==> src/rtl/fnn_argmax_sequencer.sv <==
// Output-layer argmax sequencer: time-shares one neuron datapath across NUM_CLASSES
// neurons and tracks the running maximum with a single strict comparator.
module fnn_argmax_sequencer #(
   parameter int unsigned NUM_CLASSES = 10,
   parameter int unsigned SCORE_W     = 8,
   parameter int unsigned IDX_W       = 4
) (
   input  logic               clk,
   input  logic               rst,
   input  logic               start,
   output logic               busy,
   output logic [IDX_W-1:0]   neuron_sel,
   output logic               neuron_start,
   input  logic               neuron_done,
   input  logic [SCORE_W-1:0] neuron_score,
   output logic [IDX_W-1:0]   max,
   output logic [SCORE_W-1:0] max_score,
   output logic               valid,
   input  logic               ready
);

   typedef enum logic [1:0] {IDLE, ISSUE, WAIT, DONE} state_t;

   localparam logic [IDX_W-1:0] LAST_IDX = IDX_W'(NUM_CLASSES - 1);

   state_t             state, state_nxt;
   logic [IDX_W-1:0]   idx, best_idx, cand_idx;
   logic [SCORE_W-1:0] best_score, cand_score;
   logic               take, last;

   always_comb begin
      // Strict compare keeps the lowest index on ties; idx 0 always seeds the max.
      take       = (idx == '0) || (neuron_score > best_score);
      cand_idx   = take ? idx : best_idx;
      cand_score = take ? neuron_score : best_score;
      last       = (idx == LAST_IDX);

      state_nxt    = state;
      busy         = (state != IDLE);
      neuron_start = (state == ISSUE);
      valid        = (state == DONE);
      neuron_sel   = idx;

      case (state)
         IDLE:    if (start) state_nxt = ISSUE;
         ISSUE:   state_nxt = WAIT;
         WAIT:    if (neuron_done) state_nxt = last ? DONE : ISSUE;
         DONE:    if (ready) state_nxt = IDLE;
         default: state_nxt = IDLE;
      endcase
   end

   always_ff @(posedge clk or negedge rst) begin
      if (!rst) begin
         state      <= IDLE;
         idx        <= '0;
         best_idx   <= '0;
         best_score <= '0;
         max        <= '0;
         max_score  <= '0;
      end else begin
         state <= state_nxt;
         case (state)
            IDLE: if (start) idx <= '0;
            WAIT: begin
               if (neuron_done) begin
                  best_idx   <= cand_idx;
                  best_score <= cand_score;
                  if (last) begin
                     max       <= cand_idx;
                     max_score <= cand_score;
                  end else begin
                     idx <= idx + 1'b1;
                  end
               end
            end
            default: ;
         endcase
      end
   end

endmodule

==> config.mk <==
export PLATFORM = sky130hd
export DESIGN_NAME = fnn_argmax_sequencer
export DESIGN_NICKNAME = d
export VERILOG_FILES = /design/src/rtl/fnn_argmax_sequencer.sv
export SDC_FILE = /design/constraint.sdc
export NUM_CORES = 1
export LEC_CHECK = 0
export BUFFER_PORTS_ARGS = -buffer_cell sky130_fd_sc_hd__buf_2
export CORE_MARGIN = 2
export CORE_UTILIZATION = 40
export CTS_CLUSTER_DIAMETER = 30
export DETAILED_ROUTE_END_ITERATION = 10
export PLACE_DENSITY = 0.64
export SYNTH_ARGS = -nofsm -noshare
export SYNTH_HDL_FRONTEND = slang
export SYNTH_SLANG_ARGS = --single-unit
export TNS_END_PERCENT = 30
==> constraint.sdc <==
create_clock -name clk -period 2.5 [get_ports clk]
set_input_delay 0.5 -clock clk [delete_from_list [all_inputs] [get_ports clk]]
set_output_delay 0.5 -clock clk [all_outputs]
set_load 0.01 [all_outputs]
==> flow_summary.ini, run 1 <==
[outcome]
status = finished, final reports clean

[drt]
vias = 1231
postRouteAntennaNets = 0
vias_per_cell = 5.329
wire_per_inst_um = 14.02
drt-pass1-iter-count = 4
post-route-drc-count = 0
drt_iter0_drc = 41
drt-total-wl_um = 3238

[yosys]
synth_cell_types = 33
synthDominantCellAreaShare_pct = 46.37
synthFlopType = dfrtp_1
synth_area_leader_cell = dfrtp_1
seq_area_frac_synth_pct = 46.37
synth.area.top_cells = dfrtp_1, ha_1, a221o_1, mux2_2, and3_1
synth.avg_cell_area_um2 = 11.01
synth_edf_count = 0
synthArstFlopShare_pct = 100.0
yosys_warnings = 0
syn_nets = 171
synth_cells = 147
ys_seq_elements = 30
syn_area_um2 = 1619

[critical_path]
critPathSlowestCell = dfrtp_1
end_kind = flop
cp.required_ns = 2.67
crit_buf_inv = 1
r2r_slack_ns = 0.46
path_delay_family = simple AND/OR/NAND/NOR gates
path_cells = inv_1, ha_1, nand4_1, a21o_2, o211ai_2, and2_4, mux2_2
slowest_delay_ns = 0.36
critPathMaxFanout = 12
criticalPathCategory = reg -> reg
cp-start-kind = flop
cp.arrival_ns = 2.20

[global_routing]
grt_max_degree = 31
grt_antenna_before_repair = 0
grt_pass1_wl_um = 5533
grt_pass1_vias = 1256
track_usage_pct = 16.54
gr-total-overflow = 0

[timing]
fin_crit_ns = 2.037
finalSetupViolCount = 0
worstMarginPinSlew_ns = 0.6758
rsz0062_at_grt = no
holdWs_ns = 0.2479
final_max_slew_viol_count = 0
hold_viol_final = 0
fin_setup_tns_ns = 0
finalCritPeriodShare_pct = 81.49
setup_slack_ns = 0.4628
relSlewSlack_pct = 54.95
max_clock_freq_ghz = 0.4909
clock_skew_ns = 0.004145

[cts]
htree_levels = 2
cts_setup_buffers = 0
cts_resized = 0
cts_made_buffers = 5
root_buffer = clkbuf_8
cts_hold_buf = 0
clock_path_buffers = 2
clock_sinks = 30
clkSlewWorstSetupHoldPaths_ns = 0.06
cts_tree = built
clock_latency_ns = 0.28

[layout]
num_antenna_cells = 0
nets = 204
drive_gt1_share_pct = 32.04
multi_input_comb_area_um2 = 765.7
fin_util_pct = 47.73
fillCellCount = 371
regArea_um2 = 750.7
syn_to_final_growth_pct = 16.23

[die]
core_area_um2 = 3943
io_pins = 32
die_y_um = 67.62
die-area_um2 = 4572
rows = 23
start_util_pct = 41.07
die_w_um = 67.62

[flow_run]
max-cap-violations = 0

[place]
io_buffers = 31
place.gp.congestion = 0.7971
hpwl_um = 2331
pre_cts_ws_ns = 0.2363

[pwr]
pwr_density_cell_nw_per_um2 = 1015
ir_worst_vdd_uv = 554.9
leakagePower_nw = 1.009

[min_path]
hold_class = in -> async
==> cells by family after synthesis <==
group | after synthesis | share of synthesized area [%]
buffers and inverters | 19 | 6.336
multiplexers | 11 | 8.269
flip-flops | 30 | 46.37
adder cells (fa/ha/maj) | 11 | 8.501
XOR/XNOR | 2 | 1.082
AND/OR/NAND/NOR | 44 | 15.69
AO/OA/AOI/OAI | 30 | 13.76
==> final cells by class <==
cell class / count / share of cell area, %
Clock buffer: 7 / 4.588
Sequential cell: 30 / 39.89
Tap cell: 50 / 3.324
Timing Repair Buffer: 32 / 8.644
Multi-Input combinational cell: 98 / 40.69
Inverter: 13 / 2.593
Clock inverter: 1 / 0.2660
==> through the flow <==
stage | cell area (um^2) | power [mW] | std cells
final | 1882 | 1.911 | 231
after global routing | 1882 | 2.056 | 231
after CTS | 1882 | 1.929 | 231
after detailed placement | 1790 | 1.526 | 223
after global placement | 1790 | 1.483 | 223
after floorplan | 1619 | 1.314 | 147
==> Yosys cell counts, types with 2 or more instances <==
cell type / count
a21oi_1: 7
buf_6: 4
nor2_1: 6
nand4_1: 3
nand3_1: 6
nor2b_1: 2
and3_1: 9
nand2_1: 9
mux2_2: 7
and2_1: 2
inv_1: 13
and2_4: 2
o21ai_0: 7
mux2_4: 3
dfrtp_1: 30
ha_1: 11
a221o_1: 9
xor2_1: 2
==> cells in the final DEF, fill, tap and decap left out <==
cell type   n
o21ai_0     7
nor2_1      6
and2_4      2
nor2b_1     2
and2_1      2
nor2b_4     1
dfrtp_1    30
mux2_4      3
and3_1      9
o211a_1     1
buf_2      31
o21ai_2     1
nand2b_1    1
mux2i_1     1
clkbuf_8    6
ha_1       11
a21oi_1     7
clkinv_2    1
nand4_1     3
nor3_2      1
buf_4       1
o31ai_1     1
mux2_2      7
and4b_4     1
clkbuf_1    1
or2_2       1
xor2_1      2
a21o_1      1
nand3_1     6
a221o_1     9
a21o_2      1
o211ai_2    1
inv_1      13
nand2_1     9
o211ai_1    1
==> worst paths after layout <==
| check | start | to | depth (start not counted) |
|---|---|---|---|
| worst max-delay path | best_score[7] | best_score[6] | 7 |
| worst min-delay path | rst | max_score[2] | 1 |
| worst max register to register | best_score[7] | best_score[6] | 7 |
| worst min register to register | max[3] | max[3] | 2 |
| max in group asynchronous | rst | neuron_sel[2] | 1 |
| min in group clk | ready | state[1] | 2 |
==> layer usage <==
layer,global-route usage (%),share of wire [%],vias to the layer above,routed length (um)
li1,-,-,590,-
met1,18.66,43,605,1401
met2,28.92,49,30,1598
met3,5.333,5.9,6,191
met4,6.122,1.4,0,46
met5,0,0,-,0
==> flip-flops by register name, indices dropped and copies added, names as in the netlist <==
register	flops
max_score	8
neuron_sel	4
max	4
state	2
best_idx	4
best_score	8
==> power by group <==
group	switching [mW]	internal, mW
clock	0.178	0.222
combinational	0.374	0.359
sequential	0.147	0.631
Power figures use the tool's default switching activity.
==> inputs of run 2 (changes only) <==
--- a/config.mk
+++ b/config.mk
@@ -10,7 +10,7 @@
 export CORE_UTILIZATION = 40
 export CTS_CLUSTER_DIAMETER = 30
 export DETAILED_ROUTE_END_ITERATION = 10
-export PLACE_DENSITY = 0.64
+export PLACE_DENSITY = 0.66
 export SYNTH_ARGS = -nofsm -noshare
 export SYNTH_HDL_FRONTEND = slang
 export SYNTH_SLANG_ARGS = --single-unit
==> constraint.sdc (replaced) <==
create_clock -name clk -period 1.8 [get_ports clk]
set_input_delay 0.36 -clock clk [delete_from_list [all_inputs] [get_ports clk]]
set_output_delay 0.36 -clock clk [all_outputs]
set_load 0.01 [all_outputs]
==> run 2 against run 1 <==
  * The run now ends with setup timing left
  * Sequential cell count unchanged
  * Largest cell class unchanged
  * Sequential power up 28%
  * Sequential share of layout area down 4.8 points
  * Register-to-register slack worse by 0.68 ns
  * Non-clock buffer count up 23
  * Clock skew up 0.0018 ns
  * Largest power group is now combinational logic
  * Final cell count up 10%
  * Via count up 4.5%
  * Clock power up 58%
  * Global-route usage up 0.44 points
  * Critical endpoint is now best_score[3]
==> flow_summary.ini, run 2 (synthesis gave the netlist of run 1 again) <==
[place]
place.gp.congestion = 0.7918
hpwl_um = 2442
io_buffers = 31
pre_cts_ws_ns = -0.3207
placedCellCount = 244
placed_cell_area_um2 = 1948

[layout]
finalInstanceArea_um2 = 2140
largestRegisters = best_score x8, max_score x8
fin_util_pct = 54.27
nets = 228
final_cell_mix = buf_2, dfrtp_1, buf_4
syn_to_final_growth_pct = 32.15
num_antenna_cells = 0
drive_gt1_share_pct = 42.93
instances_no_fill = 255
layout_commonest_cell = buf_2

[die]
io_pins = 32
die_y_um = 67.62
rows = 23
core_area_um2 = 3943
start_util_pct = 41.07
die_w_um = 67.62
die-area_um2 = 4572

[flow_run]
max-cap-violations = 0

[pwr]
pwr-share-seq_pct = 31.7
power_frac_clock_pct = 20.2
switching_share_pct = 34.29
ir_worst_vdd_uv = 694.7
pwr_density_cell_nw_per_um2 = 1463
leakagePower_nw = 1.147
power_switching_mw = 1.073
finalPower_mw = 3.130
p_int_mw = 2.057
power_frac_comb_pct = 48.1

[cts]
root_buffer = clkbuf_8
htree_levels = 2
cts_made_buffers = 5
cts_tree = built
clock_latency_ns = 0.28
clock_path_buffers = 2
clkSlewWorstSetupHoldPaths_ns = 0.06
clock_sinks = 30

[timing]
finalSetupViolCount = 19
relSlewSlack_pct = 55.26
fin_setup_tns_ns = -3.323
setup_slack_ns = -0.2193
clock_skew_ns = 0.005966
final_max_slew_viol_count = 0
worstMarginPinSlew_ns = 0.6711
hold_viol_final = 0
holdWs_ns = 0.1145
rsz0062_at_grt = yes
finalCritPeriodShare_pct = 112.2
max_clock_freq_ghz = 0.4952
fin_crit_ns = 2.019

[drt]
vias_per_cell = 5.047
drt-pass1-iter-count = 4
post-route-drc-count = 0
vias = 1287
drt_iter0_drc = 46
wire_per_inst_um = 13.76
postRouteAntennaNets = 0
drt-total-wl_um = 3510

[min_path]
hold_class = in -> async

[critical_path]
r2r_slack_ns = -0.22
cp.required_ns = 1.96
cp-start-kind = flop
criticalPathCategory = reg -> reg
critPathMaxFanout = 6
end_kind = flop
cp.arrival_ns = 2.18

[global_routing]
track_usage_pct = 16.98
grt_pass1_vias = 1290
grt_antenna_before_repair = 0
gr-total-overflow = 0
grt_max_degree = 31
grt_pass1_wl_um = 5727

[outcome]
violations = setup timing
status = complete, but fails checks
[run 2: area by class of cell]
cell class	count	area, um^2
Inverter	13	48.80
Fill cell	367	1803
Timing Repair Buffer	55	335.3
Sequential cell	30	750.7
Multi-Input combinational cell	99	832.0
Clock buffer	8	110.1
Tap cell	50	62.56
[run 2: layer usage]
metal  routed length [um]  vias up  share of wire, %  track usage (%)
li1                     -      639                 -                -
met1                 1572      607                45            20.66
met2                 1711       37                49            28.31
met3                  201        4               5.7            5.167
met4                   25        0              0.71            5.867
met5                    0        -                 0                0
[run 2: worst paths after layout]
kind / depth (start not counted) / to / startpoint
worst max-delay path: 8 / best_score[3] / best_score[1]
worst min-delay path: 1 / best_score[1] / rst
worst max register to register: 8 / best_score[3] / best_score[1]
worst min register to register: 2 / max[3] / max[3]
max in group asynchronous: 1 / neuron_sel[3] / rst
min in group clk: 2 / state[1] / ready
[run 2: worst max-delay path: stages (launching register included)]
cell and delay, ns:
dfrtp_1 0.37, inv_2 0.05, ha_4 0.26, nor2b_1 0.12
o211ai_1 0.09, a21o_2 0.24, o211ai_2 0.20, and2_4 0.26
mux2_4 0.32
[run 2: what timing repair did]
action	CTS	global route
cloned	1	0
setup buffers	1	1
hold buffers	0	0
resized for setup	5	11
pin swaps	3	4
endpoints found under the setup margin	19	25
[run 2: power by group through the flow]
stage / clock network (mW) / logic, mW / registers [mW]
after floorplan: 0 / 0.776 / 1.05
after global placement: 0 / 1.29 / 0.986
after detailed placement: 0 / 1.33 / 1.00
after CTS: 0.650 / 1.42 / 0.989
after global routing: 0.681 / 1.68 / 1.02
final: 0.633 / 1.51 / 0.992
==> inputs of run 3 (changes only) <==
--- a/config.mk
+++ b/config.mk
@@ -10,7 +10,9 @@
 export CORE_UTILIZATION = 40
 export CTS_CLUSTER_DIAMETER = 30
 export DETAILED_ROUTE_END_ITERATION = 10
+export GPL_TIMING_DRIVEN = 0
 export PLACE_DENSITY = 0.66
+export SLEW_MARGIN = 20
 export SYNTH_ARGS = -nofsm -noshare
 export SYNTH_HDL_FRONTEND = slang
 export SYNTH_SLANG_ARGS = --single-unit
==> run 3 against run 2 <==
  * The flow still finishes with violations (setup timing)
  * Setup slack got worse by 0.056 ns
  * Wire length increased by 3.6%
  * Sequential cell count is the same
  * Combinational power down 11%
  * Clock skew up 0.00097 ns
  * Non-clock buffer count shrank 10
  * Critical path depth unchanged
  * Total power grew 4.8%
  * Clock power increased by 36%
  * Maximum frequency shrank 2.7%
  * Critical path type unchanged
==> flow_summary.ini, run 3 (synthesis gave the netlist of run 1 again) <==
[outcome]
status = complete, but fails checks
violations = setup timing

[cts]
htree_levels = 2
clock_sinks = 30
cts_hold_buf = 0
cts_tree = built
clock_path_buffers = 2
root_buffer = clkbuf_8
clkSlewWorstSetupHoldPaths_ns = 0.07
clock_latency_ns = 0.29
cts_made_buffers = 5

[critical_path]
cp.required_ns = 1.97
r2r_slack_ns = -0.28
cp.arrival_ns = 2.25
r2r_start = best_score[6]
crit_end = best_score[3]
timing.rr.end = best_score[3]
critPathMaxFanout = 3
rr_worst_depth = 8
cp-startpoint = best_score[6]
end_kind = flop
cp-start-kind = flop
criticalPathCategory = reg -> reg

[global_routing]
gr-total-overflow = 0
grt_pass1_vias = 1260
track_usage_pct = 17.06
grt_pass1_wl_um = 5671
grt_antenna_before_repair = 0
grt_max_degree = 31

[layout]
fillCellCount = 343
syn_to_final_growth_pct = 31.92
largestRegisters = best_score x8, max_score x8
final_cell_mix = buf_2, dfrtp_1, inv_1
layout_commonest_cell = buf_2
nets = 217
finalInstanceArea_um2 = 2136
drive_gt1_share_pct = 41.24
instances_no_fill = 244
num_antenna_cells = 0

[timing]
clock_skew_ns = 0.006937
rsz0062_at_grt = yes
hold_viol_final = 0
fin_crit_ns = 2.075
finalSetupViolCount = 22
relSlewSlack_pct = 56.22
final_max_slew_viol_count = 0
max_clock_freq_ghz = 0.4819
worstMarginPinSlew_ns = 0.6566
setup_slack_ns = -0.2752
finalCritPeriodShare_pct = 115.3

[place]
io_buffers = 31
place.gp.congestion = 0.7879
pre_cts_ws_ns = -0.4251
placedCellCount = 228
placed_cell_area_um2 = 1837
hpwl_um = 2388

[pwr]
ir_worst_vdd_uv = 823.3
pwr_density_cell_nw_per_um2 = 1536
p_int_mw = 2.192
power_frac_comb_pct = 41.0
finalPower_mw = 3.281
switching_share_pct = 33.20
pwr-share-seq_pct = 32.9
leakagePower_nw = 1.119
power_frac_clock_pct = 26.2
power_switching_mw = 1.089

[flow_run]
max-cap-violations = 0

[die]
die_w_um = 67.62
rows = 23
die_y_um = 67.62
start_util_pct = 41.07
die-area_um2 = 4572
core_area_um2 = 3943
io_pins = 32

[drt]
vias = 1294
drt-total-wl_um = 3635
postRouteAntennaNets = 0
drt-pass1-iter-count = 4
vias_per_cell = 5.303
wire_per_inst_um = 14.90
post-route-drc-count = 0
drt_iter0_drc = 51

[min_path]
hold_class = in -> async
## run 3: cell count changes in the layout (fill, tap and decap cells not counted), sizes merged
cell	previous run	this run
bufinv	0	2
and2	5	4
buf	55	43
## run 3: area by class of cell
class	count	area, um^2	share of cell area [%]
sequential	30	752.0	35.21
clock inverter	2	60.06	2.812
clock buffer	6	82.58	3.866
buffer	6	66.31	3.105
multi-input combinational	98	830.8	38.90
timing repair buffer	39	232.7	10.90
tap	50	62.56	2.929
inverter	13	48.80	2.285
## run 3: worst min path at each step
stage	depth (start not counted)	from	slack [ns]	endpoint
after global routing	1	rst	0.17	best_score[5]
after CTS	1	rst	0.13	best_idx[3]
after detailed placement	1	rst	0.44	max_score[2]
after global placement	1	rst	0.42	max_score[2]
after floorplan	0	rst	0.06	best_idx[0]
final	1	rst	0.1	best_score[4]
## run 3: what timing repair did
action / 4_1_cts / 5_1_grt
setup buffers: 4 / 3
gates resized for setup: 11 / 12
cloned: 0 / 1
pin swaps: 2 / 5
setup endpoints to repair: 23 / 26
## run 3: routing by layer
| metal | share of wire (%) | vias to the layer above | wire [um] | GRT usage, % |
|---|---|---|---|---|
| li1 | - | 615 | - | - |
| met1 | 46 | 637 | 1656 | 20.94 |
| met2 | 48 | 37 | 1737 | 27.82 |
| met3 | 5.1 | 5 | 185 | 5.167 |
| met4 | 1.5 | 0 | 56 | 6.888 |
| met5 | 0 | - | 0 | 0 |
## run 3: critical path: stages, from the launching register on
cell and delay (ns):
dfrtp_1 0.40, inv_2 0.06, ha_4 0.26, nand4_1 0.15
a21o_2 0.25, o211ai_2 0.19, and2_4 0.21, buf_4 0.12
mux2_2 0.32
## run 3: power by group through the flow
stage               clock (mW)  sequential (mW)  combinational (mW)
floorplan                    0             1.05               0.776
finish                   0.859             1.08                1.34
global route             0.892             1.10                1.49
global placement             0             1.06                1.03
detailed placement           0             1.07                1.06
CTS                      0.874             1.06                1.21
## run 3: through the flow
stage                     util, %  hold WS (ns)  TNS, ns
after floorplan                 -       0.06441   -1.600
after global placement      46.59        0.4228   -7.168
after detailed placement    46.59        0.4376   -7.765
after CTS                   52.36        0.1272   -4.556
after global routing        54.17        0.1690   -7.031
final                       54.17       0.09668   -5.013
